**src/rtl/pio_input_conditioner.sv**
```systemverilog
// pio_input_conditioner: per-channel 2-flop synchroniser, counter debouncer and edge detector.
// Optional per-channel glitch counters are enabled by defining PIO_COND_GLITCH_CNT_EN.
module pio_input_conditioner #(
   parameter int WIDTH           = 4,
   parameter int DEBOUNCE_CYCLES = 50000
) (
   input  logic               clk_clk,
   input  logic               reset_reset_n,
   input  logic [WIDTH-1:0]   raw_i,
   input  logic               clr_i,
   output logic [WIDTH-1:0]   stable_o,
   output logic [WIDTH-1:0]   rise_o,
   output logic [WIDTH-1:0]   fall_o,
   output logic [WIDTH-1:0]   changed_o
`ifdef PIO_COND_GLITCH_CNT_EN
   ,
   output logic [8*WIDTH-1:0] glitch_cnt_o
`endif
);

   localparam int CW = (DEBOUNCE_CYCLES < 1) ? 1 : $clog2(DEBOUNCE_CYCLES + 1);
   localparam logic [CW-1:0] LAST = CW'(DEBOUNCE_CYCLES - 1);

   for (genvar i = 0; i < WIDTH; i++) begin : g_ch
      logic          s1_q;
      logic          s2_q;
      logic [CW-1:0] cnt_q;
      logic [CW-1:0] cnt_d;
      logic          stable_q;
      logic          stable_d;
      logic          rise_q;
      logic          rise_d;
      logic          fall_q;
      logic          fall_d;
      logic          changed_q;
      logic          changed_d;
      logic          accept;

      always_comb begin
         cnt_d    = cnt_q;
         stable_d = stable_q;
         rise_d   = 1'b0;
         fall_d   = 1'b0;
         accept   = 1'b0;
         if (s2_q == stable_q) begin
            cnt_d = '0;
         end else if (cnt_q == LAST) begin
            cnt_d    = '0;
            stable_d = s2_q;
            rise_d   = s2_q;
            fall_d   = ~s2_q;
            accept   = 1'b1;
         end else begin
            cnt_d = cnt_q + 1'b1;
         end
      end

      // A new transition outranks a simultaneous clear.
      assign changed_d = accept | (changed_q & ~clr_i);

      always_ff @(posedge clk_clk or negedge reset_reset_n) begin
         if (!reset_reset_n) begin
            s1_q      <= 1'b0;
            s2_q      <= 1'b0;
            cnt_q     <= '0;
            stable_q  <= 1'b0;
            rise_q    <= 1'b0;
            fall_q    <= 1'b0;
            changed_q <= 1'b0;
         end else begin
            s1_q      <= raw_i[i];
            s2_q      <= s1_q;
            cnt_q     <= cnt_d;
            stable_q  <= stable_d;
            rise_q    <= rise_d;
            fall_q    <= fall_d;
            changed_q <= changed_d;
         end
      end

      assign stable_o[i]  = stable_q;
      assign rise_o[i]    = rise_q;
      assign fall_o[i]    = fall_q;
      assign changed_o[i] = changed_q;

`ifdef PIO_COND_GLITCH_CNT_EN
      logic [7:0] glitch_q;
      logic [7:0] glitch_d;
      logic       glitch;

      // Sync level fell back to the accepted one before the count completed.
      assign glitch = (s2_q == stable_q) && (cnt_q != '0);

      always_comb begin
         glitch_d = glitch_q;
         if (clr_i) begin
            glitch_d = 8'd0;
         end else if (glitch && (glitch_q != 8'hFF)) begin
            glitch_d = glitch_q + 8'd1;
         end
      end

      always_ff @(posedge clk_clk or negedge reset_reset_n) begin
         if (!reset_reset_n) begin
            glitch_q <= 8'd0;
         end else begin
            glitch_q <= glitch_d;
         end
      end

      assign glitch_cnt_o[8*i +: 8] = glitch_q;
`endif
   end

endmodule

```
**config.mk**
```make
export PLATFORM = sky130hd
export DESIGN_NAME = pio_input_conditioner
export DESIGN_NICKNAME = d
export VERILOG_FILES = /design/src/rtl/pio_input_conditioner.sv
export SDC_FILE = /design/constraint.sdc
export NUM_CORES = 1
export LEC_CHECK = 0
export CORE_MARGIN = 3
export CORE_UTILIZATION = 35
export DETAILED_ROUTE_END_ITERATION = 10
export PLACE_DENSITY = 0.6
export SYNTH_ARGS = -nofsm -noshare
export SYNTH_HDL_FRONTEND = slang
export SYNTH_SLANG_ARGS = --single-unit
```
**constraint.sdc**
```tcl
create_clock -name clk_clk -period 4.82 [get_ports clk_clk]
set_input_delay 1.446 -clock clk_clk [delete_from_list [all_inputs] [get_ports clk_clk]]
set_output_delay 1.446 -clock clk_clk [all_outputs]
set_load 0.02 [all_outputs]
```
==> flow_summary.html <==
<table>
<tr><th>Metric</th><th>Value</th></tr>
<tr><th colspan="2">Global route</th></tr>
<tr><td>Met2 Usage GRT</td><td>18.1%</td></tr>
<tr><td>Initial antenna violation count</td><td>0</td></tr>
<tr><td>Pin count of the biggest net entering global routing</td><td>89</td></tr>
<tr><td>Met1 global-route usage</td><td>16.8%</td></tr>
<tr><td>Number of global-route vias before repair</td><td>2752</td></tr>
<tr><td>Remaining global-route overflow</td><td>0</td></tr>
<tr><td>Wire length of the first global-routing pass</td><td>12700 um</td></tr>
<tr><td>Busiest layer in global routing</td><td>met2</td></tr>
<tr><td>All-Layer GR Usage</td><td>12.1%</td></tr>
<tr><td>GRT met3 Usage</td><td>3.81%</td></tr>
<tr><th colspan="2">Clock tree</th></tr>
<tr><td>Clock Root Buffer</td><td>sky130_fd_sc_hd__clkbuf_16</td></tr>
<tr><td># hold bufs at CTS</td><td>0</td></tr>
<tr><td>CTS tree</td><td>yes</td></tr>
<tr><td>Longest Clk Path Bufs</td><td>2</td></tr>
<tr><td>Htree depth</td><td>3</td></tr>
<tr><td>Clock buffers created by TritonCTS</td><td>9</td></tr>
<tr><td>TritonCTS Sinks</td><td>88</td></tr>
<tr><td>Clock slew seen by the registers of the worst setup and hold paths</td><td>0.06 ns</td></tr>
<tr><td>Resize count post-CTS</td><td>0</td></tr>
<tr><td>Post-CTS repair timing setup buffer count</td><td>0</td></tr>
<tr><td>Source-to-sink clock delay at the later pin of the worst-skew pair</td><td>0.33 ns</td></tr>
<tr><th colspan="2">Yosys</th></tr>
<tr><td>Area share of the largest cell type after synthesis</td><td>53.9%</td></tr>
<tr><td>Count of different cell masters after synthesis</td><td>35</td></tr>
<tr><td>Main combinational cell family by area after synthesis</td><td>simple AND/OR/NAND/NOR gates</td></tr>
<tr><td>Adder and majority cell fraction of the synthesized area</td><td>1.22%</td></tr>
<tr><td>Average size of a mapped cell</td><td>10.5 um^2</td></tr>
<tr><td>Share of flip-flops with an asynchronous set or reset</td><td>100%</td></tr>
<tr><td>Parity-gate share of the synthesized area counting xor and xnor cells</td><td>12.2%</td></tr>
<tr><td>Count of yosys warnings during synthesis</td><td>0</td></tr>
<tr><td>EDFF count, synth</td><td>0</td></tr>
<tr><td>Share of cell area taken by muxes after synthesis</td><td>1.29%</td></tr>
<tr><td>Number of register bits inferred by synthesis</td><td>88</td></tr>
<tr><td>Post-synthesis compound-gate area fraction</td><td>1.75%</td></tr>
<tr><td>Syn Std Cell Area</td><td>0.00409 mm^2</td></tr>
<tr><td>Flip-flop cell with the highest count after synthesis</td><td>sky130_fd_sc_hd__dfrtp_1</td></tr>
<tr><td>Post-synth top area cell</td><td>sky130_fd_sc_hd__dfrtp_1</td></tr>
<tr><td>Top cell types by occurrence after synthesis</td><td>sky130_fd_sc_hd__dfrtp_1 (88), sky130_fd_sc_hd__nor2_1 (69), sky130_fd_sc_hd__xnor2_1 (46)</td></tr>
<tr><td>Basic-gate share of the synthesized area counting and, or, nand and nor cells</td><td>23.9%</td></tr>
<tr><td>Post-synthesis net count</td><td>402</td></tr>
<tr><td>Synth area leaders</td><td>sky130_fd_sc_hd__dfrtp_1 (54%), sky130_fd_sc_hd__xnor2_1 (9.9%), sky130_fd_sc_hd__nor2_1 (6.3%)</td></tr>
<tr><td>Sequential cell area fraction in the yosys report</td><td>53.9%</td></tr>
<tr><td>Count of mapped cells out of synthesis</td><td>391</td></tr>
<tr><td>Most frequent cell after synthesis</td><td>sky130_fd_sc_hd__dfrtp_1</td></tr>
<tr><th colspan="2">Pwr</th></tr>
<tr><td>Sequential share of power</td><td>48.1%</td></tr>
<tr><td>Cell-internal power</td><td>1250 uW</td></tr>
<tr><td>Power dissipated by switching net loads</td><td>331 uW</td></tr>
<tr><td>Switching fraction of total power</td><td>20.9%</td></tr>
<tr><td>Power per cell area</td><td>341 mW/mm^2</td></tr>
<tr><td>Logic gate share of total power</td><td>2.8%</td></tr>
<tr><td>Leakage</td><td>0.00184 uW</td></tr>
<tr><td>Max IR drop VDD</td><td>0.000180 V</td></tr>
<tr><td>Clock network fraction of design power</td><td>49.1%</td></tr>
<tr><th colspan="2">STA</th></tr>
<tr><td>Tightest Pin Transition</td><td>1.09 ns</td></tr>
<tr><td>Final total negative setup slack</td><td>0 ns</td></tr>
<tr><td>Maximum operating frequency</td><td>347 MHz</td></tr>
<tr><td>Slew Limit Fails</td><td>0</td></tr>
<tr><td>Time the final worst path needs with I/O delays and setup</td><td>2.88 ns</td></tr>
<tr><td>Unrepaired setup endpoints after global routing</td><td>false</td></tr>
<tr><td>Rel. slew slack</td><td>27.1%</td></tr>
<tr><td>Ratio of final minimum period to clock period</td><td>59.8%</td></tr>
<tr><td>Total count of hold-check failures in the final report</td><td>0</td></tr>
<tr><td>Final Setup Violations</td><td>0</td></tr>
<tr><td>Worst setup skew after layout</td><td>0.00576 ns</td></tr>
<tr><th colspan="2">Floorplanning</th></tr>
<tr><td>Core region area</td><td>0.0111 mm^2</td></tr>
<tr><td>Rows</td><td>38</td></tr>
<tr><td>Vertical extent of the die</td><td>114 um</td></tr>
<tr><td>Full die area</td><td>0.0130 mm^2</td></tr>
<tr><td>Starting utilization of the core area</td><td>36.7%</td></tr>
<tr><td>Number of top-level pins</td><td>23</td></tr>
<tr><td>Die X</td><td>114 um</td></tr>
<tr><th colspan="2">Worst setup path</th></tr>
<tr><td>Nature of the critical path startpoint</td><td>register</td></tr>
<tr><td>Critical-path cell with the highest stage delay</td><td>sky130_fd_sc_hd__clkdlybuf4s50_1</td></tr>
<tr><td>Classification of the worst setup path</td><td>register to output pin</td></tr>
<tr><td>Combined buffer and inverter count along the critical path</td><td>1</td></tr>
<tr><td>Type of destination of the critical path</td><td>output pin</td></tr>
<tr><td>Logic depth of the worst register-to-register path</td><td>4</td></tr>
<tr><td>Cells traversed along the worst timing path</td><td>clkdlybuf4s50_1</td></tr>
<tr><td>Arrival time of the worst setup path</td><td>1.44 ns</td></tr>
<tr><td>Largest delay share family, worst path</td><td>buffers and inverters</td></tr>
<tr><td>Destination of the worst register-to-register timing path</td><td>g_ch[3].cnt_q[2]</td></tr>
<tr><td>Beginning of the worst register-to-register path</td><td>g_ch[3].cnt_q[11]</td></tr>
<tr><td>Required time reported for the critical path endpoint</td><td>3.37 ns</td></tr>
<tr><td>Slack of the worst reg-to-reg path</td><td>2.83 ns</td></tr>
<tr><td>Stage delay of the slowest cell on the critical path</td><td>0.65 ns</td></tr>
<tr><td>Crit path max fanout</td><td>6</td></tr>
<tr><th colspan="2">Drt</th></tr>
<tr><td>Remaining antenna violation count</td><td>0</td></tr>
<tr><td>Via total after detailed routing</td><td>2714</td></tr>
<tr><td>Avg Vias per Cell</td><td>4.98</td></tr>
<tr><td>First DRT Iteration DRCs</td><td>115</td></tr>
<tr><td>Wire per inst</td><td>13.2 um</td></tr>
<tr><td>Post-detailed-route DRC marker count</td><td>0</td></tr>
<tr><td>DRT Wirelength</td><td>7180 um</td></tr>
<tr><td>Detailed-routing iteration count for the pre-antenna-repair pass</td><td>4</td></tr>
<tr><th colspan="2">Hold path</th></tr>
<tr><td>Hold worst-path end</td><td>g_ch[3].s2_q</td></tr>
<tr><td>Type of the most critical hold path</td><td>register to register</td></tr>
<tr><td>HP Start</td><td>g_ch[3].s1_q</td></tr>
<tr><td>Count of cells along the worst hold path</td><td>0</td></tr>
<tr><th colspan="2">Final layout</th></tr>
<tr><td>Total Nets Final</td><td>411</td></tr>
<tr><td>Area delta synth-&gt;final</td><td>13.7%</td></tr>
<tr><td>Antenna diodes</td><td>0</td></tr>
<tr><td>Share of layout cells above drive strength 1</td><td>6.67%</td></tr>
<tr><td>Final std cell area, no fill</td><td>0.00464 mm^2</td></tr>
<tr><td>Final core utilization</td><td>41.7%</td></tr>
<tr><th colspan="2">Status</th></tr>
<tr><td>Outcome</td><td>finished clean</td></tr>
<tr><th colspan="2">Place</th></tr>
<tr><td>Final HPWL DP</td><td>4780 um</td></tr>
<tr><td>Placed inst area</td><td>0.00430 mm^2</td></tr>
<tr><td>Placer congestion estimate</td><td>0.793</td></tr>
<tr><td>Number of port buffers</td><td>22</td></tr>
<tr><th colspan="2">Job</th></tr>
<tr><td>Count of maximum capacitance violations</td><td>0</td></tr>
</table>
routing by layer:
layer / routed length (um) / vias up
li1: - / 1340
met1: 3550 / 1322
met2: 3210 / 45
met3: 316 / 7
met4: 105 / 0
met5: 0 / -
cells by family after synthesis:
family          Yosys count
compound gates           12
xor+xnor                 57
fa+ha+maj                 4
buf+inv                  40
flops                    88
mux                       4
simple gates            186
layout by cell type, fill, tap and decap left out, types with 2 or more instances in the layout:
master | synthesis | routed
sky130_fd_sc_hd__dfrtp_1 | 88 | 88
sky130_fd_sc_hd__nor2_1 | 69 | 69
sky130_fd_sc_hd__xnor2_1 | 46 | 46
sky130_fd_sc_hd__nand3_1 | 22 | 22
sky130_fd_sc_hd__clkdlybuf4s50_1 | 0 | 21
sky130_fd_sc_hd__nand4_1 | 17 | 17
sky130_fd_sc_hd__inv_1 | 16 | 16
sky130_fd_sc_hd__nor4_1 | 14 | 14
sky130_fd_sc_hd__nand2_1 | 13 | 13
sky130_fd_sc_hd__nor3_1 | 12 | 12
sky130_fd_sc_hd__xor2_1 | 11 | 11
sky130_fd_sc_hd__clkbuf_16 | 0 | 9
sky130_fd_sc_hd__nor3b_1 | 8 | 8
sky130_fd_sc_hd__and3_1 | 6 | 6
sky130_fd_sc_hd__nor4bb_1 | 4 | 4
sky130_fd_sc_hd__or3_1 | 4 | 4
sky130_fd_sc_hd__nand4bb_1 | 4 | 4
sky130_fd_sc_hd__o21ai_0 | 4 | 4
sky130_fd_sc_hd__a21oi_1 | 4 | 4
sky130_fd_sc_hd__ha_1 | 4 | 4
sky130_fd_sc_hd__or4_1 | 3 | 3
sky130_fd_sc_hd__nand2b_1 | 3 | 3
sky130_fd_sc_hd__nor4b_1 | 2 | 2
sky130_fd_sc_hd__a31o_2 | 2 | 2
sky130_fd_sc_hd__mux2_2 | 2 | 2
sky130_fd_sc_hd__mux2_4 | 2 | 2
sky130_fd_sc_hd__clkbuf_8 | 0 | 2
sky130_fd_sc_hd__bufinv_16 | 0 | 2
per-stage QoR:
step | worst slack [ns] | hold slack [ns] | power [uW] | cells
2_1_floorplan | 2.79 | 0.331 | 795 | 391
3_3_place_gp | 2.32 | 0.336 | 820 | 529
3_5_place_dp | 2.29 | 0.337 | 821 | 529
4_1_cts | 1.91 | 0.352 | 1610 | 545
5_1_grt | 1.86 | 0.355 | 1650 | 545
6_report | 1.94 | 0.351 | 1580 | 545
power groups by stage:
stage	combinational, uW	sequential (uW)	clock, uW
6_report	44.0	761	777
5_1_grt	51.6	763	832
4_1_cts	46.2	761	800
3_5_place_dp	46.2	775	0
3_3_place_gp	45.5	774	0
2_1_floorplan	22.7	772	0
final cells by class:
class	instances	area, um^2
flip-flops and latches	88	2200
fillers	1084	6480
inverters	16	60.1
clock inverters	5	87.6
clock buffers	11	253
repair buffers	22	218
multi-input cells	263	1650
well taps	140	175
registers in the layout (all words and copies together), names as in the netlist:
signal          flops
g_ch.fall_q         4
g_ch.s1_q           4
g_ch.s2_q           4
g_ch.cnt_q         64
g_ch.changed_q      4
g_ch.stable_q       4
g_ch.rise_q         4
worst max-delay path by stage:
stage	start	endpoint	slack (ns)	depth (start not counted)
final	g_ch[1].stable_q	stable_o[1]	1.94	1
after global routing	g_ch[1].stable_q	stable_o[1]	1.86	1
after CTS	g_ch[1].stable_q	stable_o[1]	1.91	1
after detailed placement	g_ch[1].stable_q	stable_o[1]	2.29	1
after global placement	g_ch[1].stable_q	stable_o[1]	2.32	1
after floorplan	g_ch[1].stable_q	stable_o[1]	2.79	1
Note: power is estimated with default switching activity, not from simulation.
